[src/rtl/mem_ctrl_pkg.sv]
// Shared encodings and helpers for the byte-serial memory controller.
package mem_ctrl_pkg;

   typedef enum logic [1:0] {
      IDLE,
      IC_READ,
      LSB_READ,
      LSB_WRITE
   } state_t;

   localparam logic [1:0] SIZE_BYTE = 2'b00;
   localparam logic [1:0] SIZE_HALF = 2'b01;
   localparam logic [1:0] SIZE_WORD = 2'b10;

   localparam logic [1:0] IO_ADDR_HI = 2'b11;

   localparam logic HIGH  = 1'b1;
   localparam logic LOW   = 1'b0;
   localparam logic TRUE  = 1'b1;
   localparam logic FALSE = 1'b0;

   // Index of the final byte of an access (N - 1).
   function automatic logic [1:0] size_last(input logic [1:0] size);
      case (size)
         SIZE_BYTE: return 2'd0;
         SIZE_HALF: return 2'd1;
         default:   return 2'd3;
      endcase
   endfunction

   function automatic logic is_io(input logic [31:0] addr);
      return addr[17:16] == IO_ADDR_HI;
   endfunction

   function automatic logic [7:0] get_byte(
      input logic [31:0] w,
      input logic [1:0]  idx
   );
      return w[{idx, 3'b000} +: 8];
   endfunction

   function automatic logic [31:0] put_byte(
      input logic [31:0] w,
      input logic [1:0]  idx,
      input logic [7:0]  b
   );
      logic [31:0] r;
      r = w;
      r[{idx, 3'b000} +: 8] = b;
      return r;
   endfunction

endpackage

[src/rtl/mem_ctrl.sv]
// Byte-serial RAM controller arbitrating I-cache fetches and LSB accesses.
// Define MEMCTRL_IO_STALL_EN to honour io_buffer_full on I/O-region stores.
module mem_ctrl
   import mem_ctrl_pkg::*;
(
   input  logic        clk,
   input  logic        rst,
   input  logic        rdy,
   input  logic        jump_flag,
   input  logic        ic_req,
   input  logic [31:0] ic_addr,
   output logic        ic_done,
   output logic [31:0] ic_data,
   input  logic        lsb_req,
   input  logic        lsb_wr,
   input  logic [1:0]  lsb_size,
   input  logic [31:0] lsb_addr,
   input  logic [31:0] lsb_wdata,
   output logic        lsb_done,
   output logic [31:0] lsb_rdata,
   input  logic [7:0]  mem_din,
   output logic [7:0]  mem_dout,
   output logic [31:0] mem_a,
   output logic        mem_wr,
   input  logic        io_buffer_full
);

   state_t      state;
   logic [1:0]  cnt;
   logic [1:0]  last;
   logic [2:0]  aidx;
   logic        req_v;
   logic        pend;
   logic        wr_q;
   logic [31:0] base;
   logic [31:0] wdata;
   logic [31:0] asm_q;

   logic        stall;
   logic        rd_fin;
   logic [1:0]  nxt;
   logic [31:0] merged;

`ifdef MEMCTRL_IO_STALL_EN
   assign stall = (state == LSB_WRITE) && is_io(base) && io_buffer_full;
`else
   logic unused_io;
   assign unused_io = io_buffer_full;
   assign stall     = FALSE;
`endif

   // req_v: mem_a carries a live read; pend: mem_din answers one.
   assign rd_fin = pend && (cnt == last);
   assign nxt    = cnt + 2'd1;
   assign merged = put_byte(asm_q, cnt, mem_din);
   assign mem_wr = wr_q && rdy && !stall;

   always_ff @(posedge clk) begin
      if (rst) begin
         state     <= IDLE;
         cnt       <= 2'd0;
         last      <= 2'd0;
         aidx      <= 3'd0;
         req_v     <= FALSE;
         pend      <= FALSE;
         wr_q      <= LOW;
         base      <= 32'd0;
         wdata     <= 32'd0;
         asm_q     <= 32'd0;
         mem_a     <= 32'd0;
         mem_dout  <= 8'd0;
         ic_done   <= LOW;
         ic_data   <= 32'd0;
         lsb_done  <= LOW;
         lsb_rdata <= 32'd0;
      end else if (!rdy) begin
         // Bytes in flight are lost; restart issue at the capture point.
         if (state == IC_READ || state == LSB_READ) begin
            req_v <= FALSE;
            pend  <= FALSE;
            aidx  <= {1'b0, cnt};
         end
      end else begin
         ic_done  <= LOW;
         lsb_done <= LOW;
         unique case (state)
            IDLE: begin
               if (!jump_flag && lsb_req && !lsb_done) begin
                  base  <= lsb_addr;
                  wdata <= lsb_wdata;
                  last  <= size_last(lsb_size);
                  mem_a <= lsb_addr;
                  cnt   <= 2'd0;
                  aidx  <= 3'd1;
                  pend  <= FALSE;
                  asm_q <= 32'd0;
                  if (lsb_wr) begin
                     state    <= LSB_WRITE;
                     mem_dout <= lsb_wdata[7:0];
                     wr_q     <= HIGH;
                  end else begin
                     state <= LSB_READ;
                     req_v <= TRUE;
                  end
               end else if (!jump_flag && ic_req && !ic_done) begin
                  state <= IC_READ;
                  base  <= ic_addr;
                  last  <= 2'd3;
                  mem_a <= ic_addr;
                  cnt   <= 2'd0;
                  aidx  <= 3'd1;
                  req_v <= TRUE;
                  pend  <= FALSE;
                  asm_q <= 32'd0;
               end
            end
            IC_READ, LSB_READ: begin
               if (jump_flag) begin
                  state <= IDLE;
                  req_v <= FALSE;
                  pend  <= FALSE;
               end else if (rd_fin) begin
                  state <= IDLE;
                  req_v <= FALSE;
                  pend  <= FALSE;
                  asm_q <= merged;
                  if (state == IC_READ) begin
                     ic_done <= HIGH;
                     ic_data <= merged;
                  end else begin
                     lsb_done  <= HIGH;
                     lsb_rdata <= merged;
                  end
               end else begin
                  if (pend) begin
                     asm_q <= merged;
                     cnt   <= nxt;
                  end
                  pend <= req_v;
                  if (aidx <= {1'b0, last}) begin
                     mem_a <= base + {29'd0, aidx};
                     aidx  <= aidx + 3'd1;
                     req_v <= TRUE;
                  end else begin
                     req_v <= FALSE;
                  end
               end
            end
            LSB_WRITE: begin
               if (!stall) begin
                  if (cnt == last) begin
                     state    <= IDLE;
                     wr_q     <= LOW;
                     lsb_done <= HIGH;
                  end else begin
                     cnt      <= nxt;
                     mem_a    <= base + {30'd0, nxt};
                     mem_dout <= get_byte(wdata, nxt);
                  end
               end
            end
         endcase
      end
   end

endmodule

[config.mk]
export PLATFORM = sky130hd
export DESIGN_NAME = mem_ctrl
export DESIGN_NICKNAME = d
export VERILOG_FILES = /design/src/rtl/mem_ctrl_pkg.sv /design/src/rtl/mem_ctrl.sv
export SDC_FILE = /design/constraint.sdc
export NUM_CORES = 1
export LEC_CHECK = 0
export ABC_AREA = 1
export CELL_PAD_IN_SITES_DETAIL_PLACEMENT = 1
export CELL_PAD_IN_SITES_GLOBAL_PLACEMENT = 1
export CORE_ASPECT_RATIO = 1.25
export CORE_UTILIZATION = 37
export CTS_CLUSTER_DIAMETER = 120
export DETAILED_ROUTE_END_ITERATION = 8
export PLACE_DENSITY = 0.82
export SETUP_SLACK_MARGIN = 0.05
export SYNTH_ARGS = -nofsm -noshare
export SYNTH_HDL_FRONTEND = slang
export SYNTH_SLANG_ARGS = --single-unit
[constraint.sdc]
create_clock -name clk -period 3.5 [get_ports clk]
set_input_delay 0.7 -clock clk [delete_from_list [all_inputs] [get_ports clk]]
set_output_delay 0.7 -clock clk [all_outputs]
set_load 0.01 [all_outputs]
==> results of run 1 <==
-- registers in the layout (all words and copies together) (netlist names) --
name and cells:
aidx 3, asm_q 32, base 32, cnt 2, ic_data 32, ic_done 1, last 2, lsb_done 1
lsb_rdata 32, mem_a 32, mem_dout 8, pend 1, req_v 1, state 2, wdata 32, wr_q 1
-- path summary, 6_finish.rpt --
kind / from / endpoint / slack [ns] / cells after the start
worst max-delay path: cnt[1] / mem_a[28] / 0.50 / 16
worst min register to register: lsb_rdata[7] / lsb_rdata[7] / 0.44 / 2
worst max register to register: cnt[1] / mem_a[28] / 0.50 / 16
worst min-delay path: lsb_rdata[7] / lsb_rdata[7] / 0.44 / 2
-- cell type report --
type	count	area, sq um	area share
timing repair buffer	241	2390	0.177
antenna	1	2.50	0.000185
tap	350	438	0.0324
multi-input combinational	991	5050	0.373
clock inverter	10	85.1	0.00630
inverter	164	619	0.0458
clock buffer	32	649	0.0481
sequential	214	4280	0.317
-- Yosys cell counts --
cell	n
ha_1	15
o21ai_1	4
inv_1	159
buf_2	23
o21ai_2	2
or2_2	2
xnor2_1	3
mux2i_1	37
xor2_1	6
fa_1	1
o21ai_0	203
nand4_1	39
a22oi_1	1
inv_2	4
clkbuf_2	2
buf_4	6
inv_4	1
a21boi_0	1
a21oi_2	1
nand3b_1	8
nor2_4	1
nor2_2	1
nand4_2	1
nand2_1	212
a31oi_1	3
o22ai_1	33
clkbuf_1	59
dfxtp_1	214
nand2_4	4
a21oi_4	1
a211oi_1	2
nor2_1	155
buf_6	4
nand3_1	58
nor3_1	7
nand2_2	1
a21oi_1	187
and3_1	1
nand3_2	1
-- metal layers --
metal,track usage,part of all wire
met5,0,0.00032
met4,0.0896,0.035
met3,0.0348,0.041
met2,0.449,0.52
met1,0.272,0.40
-- power breakdown --
group          internal, mW  switching [mW]  total [mW]
Sequential             2.67           0.172        2.84
Combinational         0.816            1.40        2.22
Clock                  1.37            1.02        2.39
-- cells by family (layout without fill, tap and decap cells) --
| logic type | count (synthesis) | count (layout) |
|---|---|---|
| AOI/OAI and AO/OA | 438 | 438 |
| other | 0 | 1 |
| buffers and inverters | 258 | 447 |
| muxes | 37 | 37 |
| adders and majority gates | 16 | 16 |
| and+or+nand+nor | 491 | 491 |
| xor gates and xnor gates | 9 | 9 |
| DFF | 214 | 214 |
-- worst min-delay path, stage by stage (launching register included) --
cell	delay [ns]
dfxtp_1	0.31
inv_1	0.05
a21oi_1	0.05
-- stage by stage --
| stage | total power [mW] | worst slack, ns | instances | hold WS (ns) | area [sq um] |
|---|---|---|---|---|---|
| floorplan | 4.21 | 0.499 | 1463 | 0.430 | 10400 |
| global placement | 5.04 | 0.555 | 1960 | 0.433 | 12800 |
| detailed placement | 5.09 | 0.514 | 1960 | 0.440 | 12800 |
| CTS | 7.50 | 0.509 | 2002 | 0.449 | 13500 |
| global route | 7.85 | 0.258 | 2002 | 0.471 | 13500 |
| finish | 7.45 | 0.505 | 2003 | 0.444 | 13500 |
==> reports/qor.csv, run 1 <==
metric,value,unit
cts_sinks,214,
final_common_cell,clkdlybuf4s50_1,
hpwl,25100,um
ys_top_cells_by_area,"dfxtp_1, o21ai_0, a21oi_1, nand2_1, inv_1",
ys_ff_latch,214,
postCtsSetupBuffers,0,
syn_nets,1593,
yosys.area_share.simple,0.204,
cp.required,3.87,ns
critical_path.max_fanout,5,
powerDensity,551,nW/um^2
status,finished clean,
critPathMaxStageDelay,0.43,ns
grt_usage,0.240,
rows,68,
coreArea,27600,sq um
synth.avg_cell_area,7.10,sq um
clk_pin_slew,0.06,ns
synth_top_family_by_area,compound AO/OA/AOI/OAI gates,
avgRoutedWirePerCell,17.4,um
synthAdderAreaFrac,0.0200,
final_max_slew_viol_count,0,
dieArea,28700,sq um
clockRootBuffer,clkbuf_16,
postCtsHoldBufs,0,
drive_gt1_frac,0.0496,
cts_inserted_buffers,23,
die_w,152,um
synth_top_area_cell,dfxtp_1,
crit_type,reg -> reg,
die_h,189,um
arrival,3.37,ns
skew,0.0172,ns
synthMuxAreaShare,0.0357,
p_leak,5.06,nW
synth_area,10400,sq um
overflow,0,
yosysSeqAreaShare,0.413,
ys_warn_count,0,
crit_path_end_kind,flop,
drtAntennaViolNets,0,
avgViaCountPerCell,5.27,
path_cells,inv_1 -> ha_1 -> nand2_1 -> o21ai_0 -> inv_1 -> fa_1 -> inv_1 -> nand2_1 -> nand2_1 -> nand2_1 -> nor2_1 -> nand2_1 -> nand2_1 -> nand3_1 -> nand3_1 -> a21oi_1,
min_path_type,reg -> reg,
syn-instance-count,1463,
final-hold-violation-count,0,
clk-insertion-delay-late,0.52,ns
synth_compound_area_frac,0.219,
setup-violations-final,0,
cp_slowest_cell,fa_1,
drt-initial-drc-count,382,
path_buf_inv,3,
startpoint_type,flop,
first_pass_iters,5,
post-route-min-period,3.00,ns
grt_max_degree,97,
antenna_found_initial,2,
tns,0,ns
finalCritPeriodShare,0.856,
gp_congestion,0.880,
clockBufferDepth,3,
fillCellCount,3456,
rsz0062_at_grt,no,
max_cap_viol_count,0,
remaining_drc_errors,0,
final_nets,1765,
syn2layout_area_growth,30.2,%
h-tree-depth,1,
vdd_drop_max,339,uV
numPortBuffers,219,
grt_pass1_vias,10893,
utilization,0.490,
cts_tree,yes,
grt_pass1_wl,56400,um
max_freq,334,MHz
wl,34900,um
relSlewSlack,0.506,
pin_count,221,
worst_pin_slew,0.742,ns
path_delay_family,simple AND/OR/NAND/NOR gates,
post_cts_resized,0,
crit_top_cell,nand2_1,
start_util,0.377,
yosysTopAreaCellShare,0.413,
vias,10565,
ys_types,39,
final_cell_mix,"clkdlybuf4s50_1, dfxtp_1, nand2_1",
synth_xor_area_frac,0.00759,
Power figures use the tool's default switching activity.
==> inputs of run 2 (changes only) <==
--- a/config.mk
+++ b/config.mk
@@ -5,14 +5,13 @@
 export SDC_FILE = /design/constraint.sdc
 export NUM_CORES = 1
 export LEC_CHECK = 0
-export ABC_AREA = 1
 export CELL_PAD_IN_SITES_DETAIL_PLACEMENT = 1
 export CELL_PAD_IN_SITES_GLOBAL_PLACEMENT = 1
 export CORE_ASPECT_RATIO = 1.25
-export CORE_UTILIZATION = 37
+export CORE_UTILIZATION = 38
 export CTS_CLUSTER_DIAMETER = 120
 export DETAILED_ROUTE_END_ITERATION = 8
-export PLACE_DENSITY = 0.82
+export PLACE_DENSITY = 0.81
 export SETUP_SLACK_MARGIN = 0.05
 export SYNTH_ARGS = -nofsm -noshare
 export SYNTH_HDL_FRONTEND = slang
==> reports/qor.csv, run 2 <==
metric,value,unit,change
powerDensity,460,nW/um^2,-17%
path_cells,ha_1 -> nor2_1 -> a21oi_1 -> ha_1 -> inv_1 -> fa_1 -> nand2b_1 -> a2111oi_4 -> buf_4 -> nand3_2 -> xnor2_1 -> nor2_1 -> o41ai_2,,
avgViaCountPerCell,5.39,,+2.2%
post_cts_resized,0,,unchanged
drive_gt1_frac,0.101,,+0.0510
final_max_slew_viol_count,0,,unchanged
pin_count,221,,unchanged
power_frac_clock,0.428,,+0.107
tns,0,ns,unchanged
clockRootBuffer,clkbuf_16,,
clk_pin_slew,0.07,ns,about the same
ys_types,64,,+64%
arrival,3.57,ns,+0.20 ns
max_cap_viol_count,0,,unchanged
drt-initial-drc-count,337,,-12%
synth.avg_cell_area,8.68,sq um,+22%
start_util,0.389,,+0.0124
max_freq,318,MHz,-4.7%
p_leak,4.64,nW,-8.2%
critPathMaxStageDelay,0.42,ns,about the same
crit_type,reg -> reg,,
die_h,185,um,-2.4%
vdd_drop_max,241,uV,-29%
rsz0062_at_grt,no,,
setup-violations-final,0,,unchanged
synth_most_common_cell,dfxtp_1,,
p_comb_frac,0.148,,-0.150
die_w,148,um,-2.4%
grt_pass1_wl,49700,um,-12%
postCtsSetupBuffers,0,,unchanged
numPortBuffers,219,,unchanged
cts_tree,yes,,
syn-instance-count,1169,,-20%
dieArea,27400,sq um,-4.7%
relSlewSlack,0.246,,-0.260
ys_top_cells_by_area,"dfxtp_1, nand2_1, a21oi_1, a211oi_1, nor2_1",,
grt_usage,0.224,,-0.0156
crit_start,state[0],,
synthTopCellsByCount,"dfxtp_1, nand2_1, a21oi_1",,
clockBufferDepth,3,,unchanged
utilization,0.514,,+0.0236
final_common_cell,clkdlybuf4s50_1,,
pwr-share-seq,0.423,,+0.041
remaining_drc_errors,0,,unchanged
ys_warn_count,0,,unchanged
wl,30600,um,-12%
final_nets,1476,,-16%
gp_congestion,0.831,,-5.5%
rows,66,,-2.9%
cts_inserted_buffers,23,,unchanged
finalCritPeriodShare,0.898,,+0.0420
p_int,4.56,mW,-6.2%
synth_top_area_cell,dfxtp_1,,
cp_slowest_cell,dfxtp_1,,
status,finished clean,,
final-hold-violation-count,0,,unchanged
yosysTopAreaCellShare,0.422,,+0.00936
vias,9184,,-13%
hold_start,asm_q[27],,
antenna_found_initial,3,,+1
fin_total_pwr,6.16,mW,-17%
postCtsHoldBufs,0,,unchanged
coreArea,26100,sq um,-5.3%
syn2layout_area_growth,32.1,%,
hpwl,20900,um,-17%
cp.required,3.92,ns,+0.05 ns
avgRoutedWirePerCell,18.0,um,+3.0%
async_flop_share,0,,unchanged
crit_path_end_kind,flop,,
clk-insertion-delay-late,0.52,ns,about the same
syn_nets,1299,,-18%
cts_sinks,214,,unchanged
h-tree-depth,1,,unchanged
grt_pass1_vias,9560,,-12%
ys_ff_latch,214,,unchanged
grt_max_degree,84,,-13%
synth_flop_cell,dfxtp_1,,
switching_share,0.260,,-0.0872
synth_area,10200,sq um,-2.2%
startpoint_type,flop,,
yosysSeqAreaShare,0.422,,+0.00936
p_switching,1.61,mW,-38%
first_pass_iters,7,,+2
worst_pin_slew,1.13,ns,+0.389 ns
overflow,0,,unchanged
skew,0.0148,ns,-0.00244 ns
min_path_type,reg -> reg,,
critical_path.max_fanout,10,,+5
drtAntennaViolNets,0,,unchanged
r2r_start,state[0],,
synth_edf_count,0,,unchanged
post-route-min-period,3.14,ns,+0.147 ns
final_cell_mix,"clkdlybuf4s50_1, dfxtp_1, nand2_1",,
[run 2: power groups by stage]
stage               Sequential [mW]  Clock [mW]  Combinational, mW
finish                         2.61        2.64              0.915
global route                   2.62        2.81              0.998
CTS                            2.61        2.70              0.925
detailed placement             2.66           0              0.921
global placement               2.66           0              0.902
floorplan                      2.66           0              0.513
[run 2: path summary, 6_finish.rpt]
path | end | slack, ns | cells past startpoint
hold reg to reg | asm_q[27] | 0.45 | 2
setup / recovery | mem_a[24] | 0.36 | 13
hold / removal | asm_q[27] | 0.45 | 2
setup reg to reg | mem_a[24] | 0.36 | 13
[run 2: area by class of cell]
type / count / area (sq um)
fill: 3070 / 12700
multi-input combinational: 847 / 5370
sequential: 214 / 4280
timing repair buffer: 245 / 2450
clock buffer: 28 / 614
tap: 340 / 425
clock inverter: 13 / 203
inverter: 15 / 56.3
antenna: 2 / 5.00
[run 2: cells by family after synthesis]
logic type | Yosys count | share of synthesized area
compound gates | 294 | 0.208
xor+xnor | 29 | 0.0258
fa+ha+maj | 16 | 0.0205
buf+inv | 108 | 0.0508
flops | 214 | 0.422
mux | 44 | 0.0535
simple gates | 464 | 0.220
[run 2: per-layer routing]
metal | up-vias | track usage | wire length, um
met5 | - | 0 | 11
met4 | 2 | 0.0660 | 614
met3 | 47 | 0.0411 | 1550
met2 | 220 | 0.406 | 15600
met1 | 4463 | 0.266 | 12800
li1 | 4452 | - | -
[run 2: worst max-delay path: cells and delay by family (launching register included)]
| kind | cells | cell delay [ns] |
|---|---|---|
| AO/OA/AOI/OAI | 3 | 0.81 |
| XOR/XNOR | 1 | 0.18 |
| adder cells (fa/ha/maj) | 3 | 0.89 |
| buffers and inverters | 2 | 0.31 |
| flip-flops | 1 | 0.42 |
| AND/OR/NAND/NOR | 4 | 0.44 |
[run 2: per-stage QoR]
stage          cells  hold WS (ns)  setup slack [ns]  instance area [sq um]
6_report        1704         0.449             0.358                  13400
5_1_grt         1704         0.461             0.145                  13400
4_1_cts         1702         0.449             0.292                  13400
3_5_place_dp    1661         0.440             0.234                  12600
3_3_place_gp    1661         0.433             0.339                  12600
2_1_floorplan   1169         0.427             0.190                  10200
